## config.mk

```make
export PLATFORM = sky130hd
export DESIGN_NAME = pipe_hazard_ctrl
export DESIGN_NICKNAME = d
export VERILOG_FILES = /design/src/rtl/pipe_hazard_ctrl.sv
export SDC_FILE = /design/constraint.sdc
export NUM_CORES = 1
export LEC_CHECK = 0
export ABC_AREA = 1
export BUFFER_PORTS_ARGS = -buffer_cell sky130_fd_sc_hd__clkbuf_2
export CORE_MARGIN = 2
export CORE_UTILIZATION = 30
export CTS_CLUSTER_DIAMETER = 50
export CTS_CLUSTER_SIZE = 12
export DETAILED_ROUTE_END_ITERATION = 8
export PLACE_DENSITY = 0.51
export RECOVER_POWER = 25
export SYNTH_ARGS = -nofsm -noshare
export SYNTH_HDL_FRONTEND = slang
export SYNTH_SLANG_ARGS = --single-unit
```

## constraint.sdc

```tcl
create_clock -name clk -period 2.38 [get_ports clk]
set_clock_uncertainty 0.15 [all_clocks]
set_input_delay 0.357 -clock clk [delete_from_list [all_inputs] [get_ports clk]]
set_output_delay 0.357 -clock clk [all_outputs]
set_load 0.1 [all_outputs]
```

## src/rtl/pipe_hazard_ctrl.sv

```systemverilog
// Hazard/sequencing controller for the 16-bit 5-stage pipeline: register enables,
// flushes, EX forwarding selects, dmem wait-state freeze, halt/resume and timeout error.
module pipe_hazard_ctrl #(
    parameter int BR_PENALTY  = 1,
    parameter int MEM_TIMEOUT = 255
) (
    input  logic        clk,
    input  logic        rst,
    input  logic [3:0]  id_rs_addr,
    input  logic [3:0]  id_rt_addr,
    input  logic        id_uses_rs,
    input  logic        id_uses_rt,
    input  logic [3:0]  ex_rd_addr,
    input  logic        ex_mem_read,
    input  logic        ex_reg_write,
    input  logic [3:0]  mem_rd_addr,
    input  logic        mem_reg_write,
    input  logic [3:0]  wb_rd_addr,
    input  logic        wb_reg_write,
    input  logic        branch_taken,
    input  logic        dmem_req,
    input  logic        dmem_ready,
    input  logic        halt_req,
    input  logic        resume,
    output logic        pc_wen,
    output logic        ifid_wen,
    output logic        ifid_flush,
    output logic        idex_wen,
    output logic        idex_flush,
    output logic        exmem_wen,
    output logic        memwb_wen,
    output logic [1:0]  fwd_a,
    output logic [1:0]  fwd_b,
    output logic [15:0] stall_cnt,
    output logic        halted,
    output logic        mem_err
);

    typedef enum logic [1:0] {S_RUN, S_FLUSH, S_HALT} state_t;

    localparam logic [1:0]  LP_FLUSH_LOAD = 2'(BR_PENALTY - 1);
    localparam logic [16:0] LP_TIMEOUT    = 17'(MEM_TIMEOUT);

    state_t      r_state, w_state_nxt;
    logic [15:0] r_wait_cnt, w_wait_nxt;
    logic [1:0]  r_flush_cnt, w_flush_nxt;
    logic [15:0] r_stall_cnt;
    logic        r_mem_err;

    logic        w_freeze, w_load_use, w_err_set, w_halted;
    logic        w_pc_wen, w_ifid_wen, w_idex_wen, w_exmem_wen, w_memwb_wen;
    logic        w_ifid_flush, w_idex_flush;
    logic [16:0] w_wait_inc;

    // MEM result is younger than WB, so it wins; r0 is hardwired zero and never forwarded.
    function automatic logic [1:0] fwd_sel(input logic [3:0] src);
        if (mem_reg_write && mem_rd_addr == src && src != 4'd0)
            return 2'b01;
        else if (wb_reg_write && wb_rd_addr == src && src != 4'd0)
            return 2'b10;
        else
            return 2'b00;
    endfunction

    assign fwd_a = fwd_sel(id_rs_addr);
    assign fwd_b = fwd_sel(id_rt_addr);

    assign w_freeze   = dmem_req & ~dmem_ready;
    assign w_wait_inc = {1'b0, r_wait_cnt} + 17'd1;
    assign w_load_use = ex_mem_read & ex_reg_write & (ex_rd_addr != 4'd0) &
                        ((id_uses_rs & (id_rs_addr == ex_rd_addr)) |
                         (id_uses_rt & (id_rt_addr == ex_rd_addr)));

    always_comb begin
        w_state_nxt  = r_state;
        w_wait_nxt   = r_wait_cnt;
        w_flush_nxt  = r_flush_cnt;
        w_err_set    = 1'b0;
        w_halted     = 1'b0;
        w_pc_wen     = 1'b1;
        w_ifid_wen   = 1'b1;
        w_idex_wen   = 1'b1;
        w_exmem_wen  = 1'b1;
        w_memwb_wen  = 1'b1;
        w_ifid_flush = 1'b0;
        w_idex_flush = 1'b0;

        if (r_state == S_HALT) begin
            {w_pc_wen, w_ifid_wen, w_idex_wen, w_exmem_wen, w_memwb_wen} = 5'b00000;
            w_halted   = 1'b1;
            w_wait_nxt = 16'd0;
            if (resume && !r_mem_err && !halt_req)
                w_state_nxt = S_RUN;
        end else if (w_freeze) begin
            // A held branch/halt is simply deferred until the access completes.
            {w_pc_wen, w_ifid_wen, w_idex_wen, w_exmem_wen, w_memwb_wen} = 5'b00000;
            w_wait_nxt = w_wait_inc[15:0];
            if (w_wait_inc == LP_TIMEOUT) begin
                w_err_set   = 1'b1;
                w_state_nxt = S_HALT;
            end
        end else begin
            w_wait_nxt = 16'd0;
            if (r_state == S_FLUSH) begin
                w_ifid_flush = 1'b1;
                if (branch_taken) begin
                    w_idex_flush = 1'b1;
                    w_flush_nxt  = LP_FLUSH_LOAD;
                end else if (r_flush_cnt <= 2'd1) begin
                    w_flush_nxt = 2'd0;
                    w_state_nxt = S_RUN;
                end else begin
                    w_flush_nxt = r_flush_cnt - 2'd1;
                end
            end else if (branch_taken) begin
                w_ifid_flush = 1'b1;
                w_idex_flush = 1'b1;
                if (BR_PENALTY > 1) begin
                    w_state_nxt = S_FLUSH;
                    w_flush_nxt = LP_FLUSH_LOAD;
                end
            end else if (w_load_use) begin
                w_pc_wen     = 1'b0;
                w_ifid_wen   = 1'b0;
                w_idex_flush = 1'b1;
            end
            if (halt_req)
                w_state_nxt = S_HALT;
        end
    end

    always_ff @(posedge clk or negedge rst) begin
        if (!rst) begin
            r_state     <= S_RUN;
            r_wait_cnt  <= 16'd0;
            r_flush_cnt <= 2'd0;
            r_stall_cnt <= 16'd0;
            r_mem_err   <= 1'b0;
        end else begin
            r_state     <= w_state_nxt;
            r_wait_cnt  <= w_wait_nxt;
            r_flush_cnt <= w_flush_nxt;
            if (w_err_set)
                r_mem_err <= 1'b1;
            if (r_state != S_HALT && !w_pc_wen && r_stall_cnt != 16'hFFFF)
                r_stall_cnt <= r_stall_cnt + 16'd1;
        end
    end

    assign pc_wen     = w_pc_wen;
    assign ifid_wen   = w_ifid_wen;
    assign idex_wen   = w_idex_wen;
    assign exmem_wen  = w_exmem_wen;
    assign memwb_wen  = w_memwb_wen;
    assign ifid_flush = w_ifid_flush;
    assign idex_flush = w_idex_flush;
    assign stall_cnt  = r_stall_cnt;
    assign halted     = w_halted;
    assign mem_err    = r_mem_err;

endmodule

```

* Yosys cells after proc, flatten, opt, wreduce, memory -nomap -nowiden *
Index checks and enable logic that the tools add are counted.

storage, ports and cells
  input port bits = 33
  word-level logic and storage cells = 91
  memory bits (writable) = 0
  latch bits = 0
  ROM bits = 0
  memories = 0
  register bits = 37
  output and inout bits = 29

operators by class
  mux-type cells = 36
  $lt $le $gt $ge = 1
  eq/ne operators = 14
  bitwise operators = 10
  reductions and logical operators = 22
  multipliers = 0
  div/mod/pow operators = 0
  $add $sub $neg = 3
  shift operators = 0

operators with widths
  kind                                                                      count
  16-bit two-way mux                                                        2
  2-bit two-way mux                                                         14
  4-bit equality test                                                       6
  1-bit two-way mux                                                         20
  4-bit nonzero test                                                        5
  16-bit by 1-bit adder with 17-bit output (second input constant)          1
  17-bit by 8-bit equality test with 1-bit output (second input constant)   1
  16-bit by 1-bit adder with 16-bit output (second input constant)          1
  16-bit inequality test (second input constant)                            1
  1-bit logical AND                                                         12
  1-bit bitwise AND                                                         6
  5-bit AND reduction                                                       1
  4-bit by 1-bit inequality test with 1-bit output (second input constant)  1
  1-bit zero test                                                           3
  3-bit by 1-bit inequality test with 1-bit output (second input constant)  1
  1-bit inverter                                                            3
  3-bit AND reduction                                                       1
  2-bit by 1-bit equality test with 1-bit output (second input constant)    1
  2-bit equality test (second input constant)                               1
  2-bit by 1-bit <= comparator with 1-bit output (second input constant)    1
  2-bit by 1-bit inequality test with 1-bit output (second input constant)  1
  2-bit inequality test (second input constant)                             1
  2-bit by 1-bit subtractor with 2-bit output (second input constant)       1
  1-bit OR                                                                  1

* Depth between registers and ports, before layout *
Gate-level depths: netlist of run 1.

  depth after elaboration = 12
  mapped depth = 12
  mapped depth without buffers = 11

* Worst setup path after synthesis of run 1 *
No wires, ideal clock.

  path kind = in2out
  start = input id_rs_addr[0]
  end = output fwd_a[1]
  arrival time = 4.310 ns
  setup slack = -2.437 ns
  required time = 1.873 ns
  stages = 6
  cell sequence = inv_1 > o21ai_0 > a21oi_1 > o2111ai_1 > nor3_1 > nor3_1

on the way
  word-level cells in the longest chain between the ends = 5

ends and longest elaborated chain
  element                          RTL line  source
  start, declared                  9         input logic [3:0] id_rs_addr,
  4-bit equality test              59        else if (wb_reg_write && wb_rd_addr == src && src != 4'd0)
  1-bit logical AND (2 in series)  59
  2-bit two-way mux                59
  2-bit two-way mux *              57        if (mem_reg_write && mem_rd_addr == src && src != 4'd0)
  end, declared                    32        output logic [1:0] fwd_a,

Mark *: on every way between the ends. The rest lies on a longest branch, timed or not.

* Final worst setup path of run 1 *
Ends and elaborated chain as after synthesis.

==> impl_metrics.csv, run 1 <==
group,metric,value,unit
grt,grt_pass1_wl,10.69,mm
detailed_routing,vias_per_cell,4.561,
detailed_routing,wirelength,6.207,mm
clock_tree,cts_inserted_buffers,5,
logic_synthesis,syn-instance-count,352,
setup_path,arrival,1680,ps
logic_synthesis,yosysTopAreaCellShare,0.3345,
detailed_routing,ant_nets,0,
setup_path,r2r_start,"stall_cnt[0]",
logic_synthesis,yosys.area_share.xor_xnor,0.09297,
timing,layout_setup_ws,197.1,ps
floorplanning,dieHeight,96.08,µm
placement,dpl.cell_count,513,
finish,area_delta_synth_final,26.27,%
finish,drive_gt1_frac,0.2854,
timing,final_hold_viol_count,0,
finish,final_cell_mix,"nand2_1, clkbuf_2, inv_1, nor2_1, nand3_1",
clock_tree,post_cts_resize_count,0,
grt,grt_max_degree,19,
setup_path,path_delay_family,"buffers and inverters",
grt,grtUsageTotal,0.1459,
clock_tree,cts_hold_buf,1,
placement,io_buffer_count,61,
clock_tree,cts_buffer_depth,2,
setup_path,worstPathMaxFanout,6,
clock_tree,htreeDepth,2,
detailed_routing,drc_errors,0,
timing,worst_pin_slew,795.5,ps
timing,rsz0062_at_grt,"false",
logic_synthesis,synth_cell_types,37,
power_and_ir_drop,p_switching,316.2,µW
logic_synthesis,synthMuxAreaShare,0,
logic_synthesis,ys_ff_latch,34,
worst_hold_path,hp-start,"halt_req",
floorplanning,chipWidth,96.08,µm
setup_path,worst_path_max_delay_cell,"clkbuf_2",
power_and_ir_drop,p_leak,0.001488,µW
worst_hold_path,min_path_cells,3,
finish,layout_commonest_cell,"nand2_1",
floorplanning,die_area,0.009231,mm²
logic_synthesis,ys_warn_count,0,
detailed_routing,drt_iter0_drc,76,
logic_synthesis,yosysSeqAreaShare,0.3345,
detailed_routing,wl_per_cell,11.89,µm
timing,finalSetupViolCount,0,
placement,preCtsSetupSlack,201.6,ps
logic_synthesis,ys_top_cells_by_area,"dfrtp_1, nand2_1, nand3_1",
grt,met3_usage,0.03446,
setup_path,worstSetupEndpointType,"output pin",
setup_path,max_stage_delay,370,ps
grt,grt_overflow,0,
setup_path,ff2ff_path_depth,9,
setup_path,crit_type,"primary input to output pin",
power_and_ir_drop,sw_frac_of_total,0.2682,
power_and_ir_drop,comb_power_share,0.121,
timing,fmax,458.1,MHz
power_and_ir_drop,clkPwrFrac,0.389,
setup_path,critPathBufInv,3,
logic_synthesis,synth_top_family_by_area,"simple AND/OR/NAND/NOR gates",
clock_tree,root_buffer,"clkbuf_8",
finish,finalNetCount,452,
logic_synthesis,synth_compound_area_frac,0.06739,
power_and_ir_drop,internal_power,862.8,µW
clock_tree,clock_latency,290,ps
power_and_ir_drop,ir_drop,0.1651,mV
logic_synthesis,syn_area_per_cell,7.226,µm²
floorplanning,boundaryPins,62,
placement,dpl.hpwl,4.923,mm
clock_tree,cts_sinks,34,
grt,antenna_found_initial,0,
grt,grt_most_used_layer,"met2",
floorplanning,num_rows,33,
floorplanning,core,0.008217,mm²
placement,place_congestion,0.8720,
setup_path,cp-start-kind,"primary input",
clock_tree,postCtsSetupRepairBufs,0,
clock_tree,clk_pin_slew_worst_paths,80,ps
power_and_ir_drop,power_density,367.1,mW/mm²
finish,post-route-util,0.3909,
grt,grt_pass1_vias,2285,
finish,antennaDiodeCount,0,
power_and_ir_drop,p_seq_frac,0.490,
clock_tree,cts_tree,"yes",
setup_path,worstReg2RegEnd,"stall_cnt[0]",
logic_synthesis,synth_top_cell_by_area,"dfrtp_1",
outcome,outcome,"completed",
setup_path,cp_cell_sequence,"clkbuf_2 > inv_1 > o21ai_0 > a21oi_1 > o2111ai_1 > nor3_4 > nor3_4 > clkbuf_2",
grt,grt_use_met2,0.2448,
timing,maxSlewViolCount,0,
finish,final_cells,522,
worst_hold_path,holdPathEnd,"r_state[1]",
logic_synthesis,synth_nets,388,
timing,max-slew-margin-rel,0.4697,
setup_path,required,1870,ps
timing,fin_crit_sh,0.9172,
detailed_routing,vias,2381,
setup_path,r2r_slack,420,ps
floorplanning,start_util,0.3096,
worst_hold_path,hold_class,"primary input to flip-flop",
grt,grtUsageMet1,0.1949,
logic_synthesis,synthAdderAreaFrac,0.01476,
logic_synthesis,yosys.area_share.simple,0.3920,
timing,finalCriticalPeriod,2183,ps
detailed_routing,dr.pass1.iters,4,
logic_synthesis,netlist_area,0.002544,mm²
job,cap_violations,0,
kinds of logic after synthesis:
kind of cell	after synthesis
AO/OA/AOI/OAI	28
flip-flops	34
XOR/XNOR	27
adder cells (fa/ha/maj)	3
AND/OR/NAND/NOR	203
buffers and inverters	57
sequential cells by signal (all words and copies together), names as in the netlist:
signal,count
mem_err,1
r_state,1
r_wait_cnt,16
stall_cnt,16
cell type report:
cell class | instances | area [µm²]
sequential | 34 | 858.3
inverter | 49 | 197.7
tap | 105 | 131.4
timing repair buffer | 65 | 419.2
clock inverter | 1 | 5.005
fill | 854 | 5005
multi-input combinational | 261 | 1514
clock buffer | 7 | 86.33
worst min-delay path, delay by kind of cell:
kind                   cells  cell delay (ps)
AND/OR/NAND/NOR            1               60
AO/OA/AOI/OAI              1               80
buffers and inverters      1               70
through the flow:
| stage | hold WS [ps] | cell area (µm²) | TNS, ps | power [µW] |
|---|---|---|---|---|
| finish | 163.6 | 3212 | 0 | 1179 |
| global route | 185.7 | 3212 | 0 | 1240 |
| CTS | 163.4 | 3221 | 0 | 1193 |
| detailed placement | 142.1 | 3119 | 0 | 733.9 |
| global placement | 147.2 | 3119 | 0 | 732.7 |
| floorplan | -88.59 | 2649 | -187.5 | 662.9 |
cell usage after synthesis (all sizes together):
cell,n
a21boi,1
a21oi,8
a221oi,2
a31oi,1
buf,7
clkbuf,1
clkinv,1
dfrtp,34
ha,3
inv,48
nand2,91
nand3,37
nand3b,1
nand4,7
nor2,51
nor3,15
nor4,1
o2111ai,2
o211ai,2
o21ai,9
o22ai,3
xnor2,7
xor2,20
layer usage:
metal | part of all wire | wire length (µm)
met1 | 0.47 | 2910
met2 | 0.51 | 3141
met4 | 0.0011 | 7
met5 | 0 | 0
met3 | 0.024 | 148
power by group through the flow:
stage	clock network [µW]	registers (µW)	logic, µW
global route	505	577	158
CTS	469	577	147
floorplan	0	589	74.2
global placement	0	589	144
finish	459	577	143
detailed placement	0	589	145
how the worst max path moves through the flow:
stage                   from        to  slack [ps]  cells past startpoint
2_1_floorplan  id_rs_addr[0]  fwd_a[1]         -90                      6
3_3_place_gp   id_rs_addr[0]  fwd_a[1]         240                      8
3_5_place_dp   id_rs_addr[0]  fwd_a[1]         200                      8
4_1_cts        id_rs_addr[0]  fwd_a[1]         200                      8
5_1_grt        id_rs_addr[0]  fwd_a[1]         120                      8
6_report       id_rs_addr[0]  fwd_a[1]         200                      8
(Power assumes the default switching activity.)
==> inputs of run 2 (changes only) <==
ABC_AREA = not set   (was 1)
PLACE_DENSITY = 0.52   (was 0.51)
==> impl_metrics.csv, run 2 <==
group,metric,value,unit
logic_synthesis,yosysSeqAreaShare,0.3977,
clock_tree,htreeDepth,2,
timing,max-slew-margin-rel,0.4261,
finish,final_cell_mix,"clkbuf_2, xor2_1, nor2_1, xnor2_1, dfrtp_1",
finish,fin_area,0.002836,mm²
placement,postPlaceCellArea,0.002738,mm²
grt,grt_max_degree,35,
setup_path,required,2420,ps
logic_synthesis,ys.flop_type,"dfrtp_1",
floorplanning,die_area,0.007823,mm²
timing,rsz0062_at_grt,"false",
placement,io_buffer_count,61,
detailed_routing,vias_per_cell,4.721,
logic_synthesis,synth_cell_types,35,
timing,tns,0,ps
grt,grtUsageTotal,0.1307,
worst_hold_path,hold_class,"primary input to flip-flop",
floorplanning,chipWidth,88.45,µm
floorplanning,dieHeight,88.45,µm
logic_synthesis,synth.most_common_cell,"dfrtp_1",
logic_synthesis,netlist_area,0.002140,mm²
detailed_routing,dr.pass1.iters,4,
logic_synthesis,syn-instance-count,223,
clock_tree,clk_pin_slew_worst_paths,70,ps
power_and_ir_drop,p_leak,0.001185,µW
grt,antenna_found_initial,0,
setup_path,crit_type,"flip-flop to flip-flop",
setup_path,worst_path_max_delay_cell,"or3b_2",
timing,worst_pin_slew,860.9,ps
setup_path,path_delay_family,"simple AND/OR/NAND/NOR gates",
clock_tree,clock_latency,280,ps
finish,drive_gt1_frac,0.3889,
logic_synthesis,synth_common_cells,"dfrtp_1, xor2_1, nor2_1, xnor2_1",
clock_tree,cts_sinks,34,
grt,grt_pass1_vias,1767,
logic_synthesis,synth_edf_count,0,
clock_tree,root_buffer,"clkbuf_8",
timing,maxSlewViolCount,0,
detailed_routing,ant_nets,0,
grt,grt_overflow,0,
clock_tree,cts_inserted_buffers,5,
logic_synthesis,async_reset_ff_frac,1.000,
power_and_ir_drop,power_density,681.9,mW/mm²
setup_path,worstSetupEndpointType,"flip-flop",
floorplanning,boundaryPins,62,
finish,finalNetCount,323,
timing,fmax,458.5,MHz
logic_synthesis,ys_warn_count,0,
finish,area_delta_synth_final,32.57,%
power_and_ir_drop,ir_drop,0.3757,mV
setup_path,cp-start-kind,"flip-flop",
detailed_routing,drc_errors,0,
placement,dpl.hpwl,3.719,mm
detailed_routing,vias,1813,
logic_synthesis,ys_top_cells_by_area,"dfrtp_1, xor2_1, xnor2_1",
timing,final_hold_viol_count,0,
detailed_routing,wl_per_cell,12.65,µm
clock_tree,post_cts_resize_count,0,
floorplanning,core,0.006832,mm²
setup_path,arrival,2220,ps
setup_path,max_stage_delay,570,ps
placement,place_congestion,0.7991,
setup_path,worstPathMaxFanout,6,
timing,finalCriticalPeriod,2181,ps
finish,layout_commonest_cell,"clkbuf_2",
floorplanning,start_util,0.3132,
logic_synthesis,ys_ff_latch,34,
timing,timing.hold.ws,210.7,ps
clock_tree,cts_tree,"yes",
setup_path,cp_cell_sequence,"ha_1 > nand3_1 > nor4_4 > or3b_2 > nor4_1 > xor2_1",
grt,grt_pass1_wl,8.086,mm
finish,antennaDiodeCount,0,
job,cap_violations,0,
finish,n_fill_cell,709,
floorplanning,num_rows,30,
timing,fin_crit_sh,0.9165,
detailed_routing,wirelength,4.858,mm
logic_synthesis,synth_top_cell_by_area,"dfrtp_1",
logic_synthesis,syn_area_per_cell,9.594,µm²
outcome,outcome,"completed",
clock_tree,cts_buffer_depth,2,
setup_path,critPathBufInv,0,
detailed_routing,drt_iter0_drc,49,
timing,finalSetupViolCount,0,
logic_synthesis,synth_nets,259,
logic_synthesis,yosysTopAreaCellShare,0.3977,
run 2: changes by cell type after synthesis, sizes merged, moves of 12 or more:
| cell | change |
|---|---|
| inv | -44 |
| nand2 | -80 |
| nand3 | -24 |
| nor2 | -25 |
| nor4 | +13 |
| xnor2 | +12 |
run 2: power by group:
| group | total (µW) | switching (µW) | internal, µW | leakage [µW] |
|---|---|---|---|---|
| Clock | 436 | 203 | 233 | 0.0000482 |
| Combinational | 780 | 613 | 167 | 0.000706 |
| Sequential | 718 | 78.5 | 639 | 0.000430 |
| Total | 1930 | 894 | 1040 | 0.00118 |
run 2: routing by layer:
layer  track usage  vias up  share of wire
met1        0.1800      834           0.50
met2        0.1962       58           0.42
li1              -      916              -
met3       0.04198        5          0.064
met5             0        -              0
met4       0.03994        0          0.011
run 2: final cells by class:
class / instances / area, µm² / area share
multi-input combinational: 177 / 1281 / 0.4517
sequential: 34 / 873.3 / 0.3079
timing repair buffer: 65 / 455.4 / 0.1606
inverter: 4 / 15.01 / 0.005293
clock inverter: 1 / 5.005 / 0.001764
clock buffer: 7 / 86.33 / 0.03044
tap: 96 / 120.1 / 0.04235
run 2: logic make-up (layout without fill, tap and decap cells):
family | after synthesis | after routing | synth area share
buffers and inverters | 12 | 77 | 0.02982
multiplexers | 1 | 1 | 0.005263
AND/OR/NAND/NOR | 110 | 110 | 0.3135
AO/OA/AOI/OAI | 15 | 15 | 0.03977
flip-flops | 34 | 34 | 0.3977
XOR/XNOR | 48 | 48 | 0.1965
adder cells (fa/ha/maj) | 3 | 3 | 0.01755
run 2: metrics by stage:
stage | setup slack [ps] | cells | utilization | total power (µW)
floorplan | -177.4 | 223 | - | 1354
global placement | 171.6 | 375 | 0.4007 | 1516
detailed placement | 107.1 | 375 | 0.4007 | 1518
CTS | 184.2 | 384 | 0.4156 | 1969
global route | 73.60 | 384 | 0.4152 | 2022
finish | 198.8 | 384 | 0.4152 | 1934
run 2: path summary, 6_finish.rpt:
path	startpoint	endpoint	slack (ps)	depth (start not counted)
min in group asynchronous	rst	r_wait_cnt[9]	660	3
setup reg to reg	stall_cnt[0]	stall_cnt[15]	200	6
hold reg to reg	stall_cnt[3]	stall_cnt[3]	340	1
hold / removal	halt_req	r_state[1]	210	3
max in group asynchronous	rst	r_state[1]	800	3
setup / recovery	stall_cnt[0]	stall_cnt[15]	200	6
run 2: tightest hold or removal path: cells and delay by family:
family                 cells  cell delay (ps)
AO/OA/AOI/OAI              1              110
buffers and inverters      1               90
AND/OR/NAND/NOR            1               40
run 2: repair_timing:
action	in CTS	in global routing
endpoints found under the hold margin	34	0
setup buffers	0	0
hold buffers	1	0
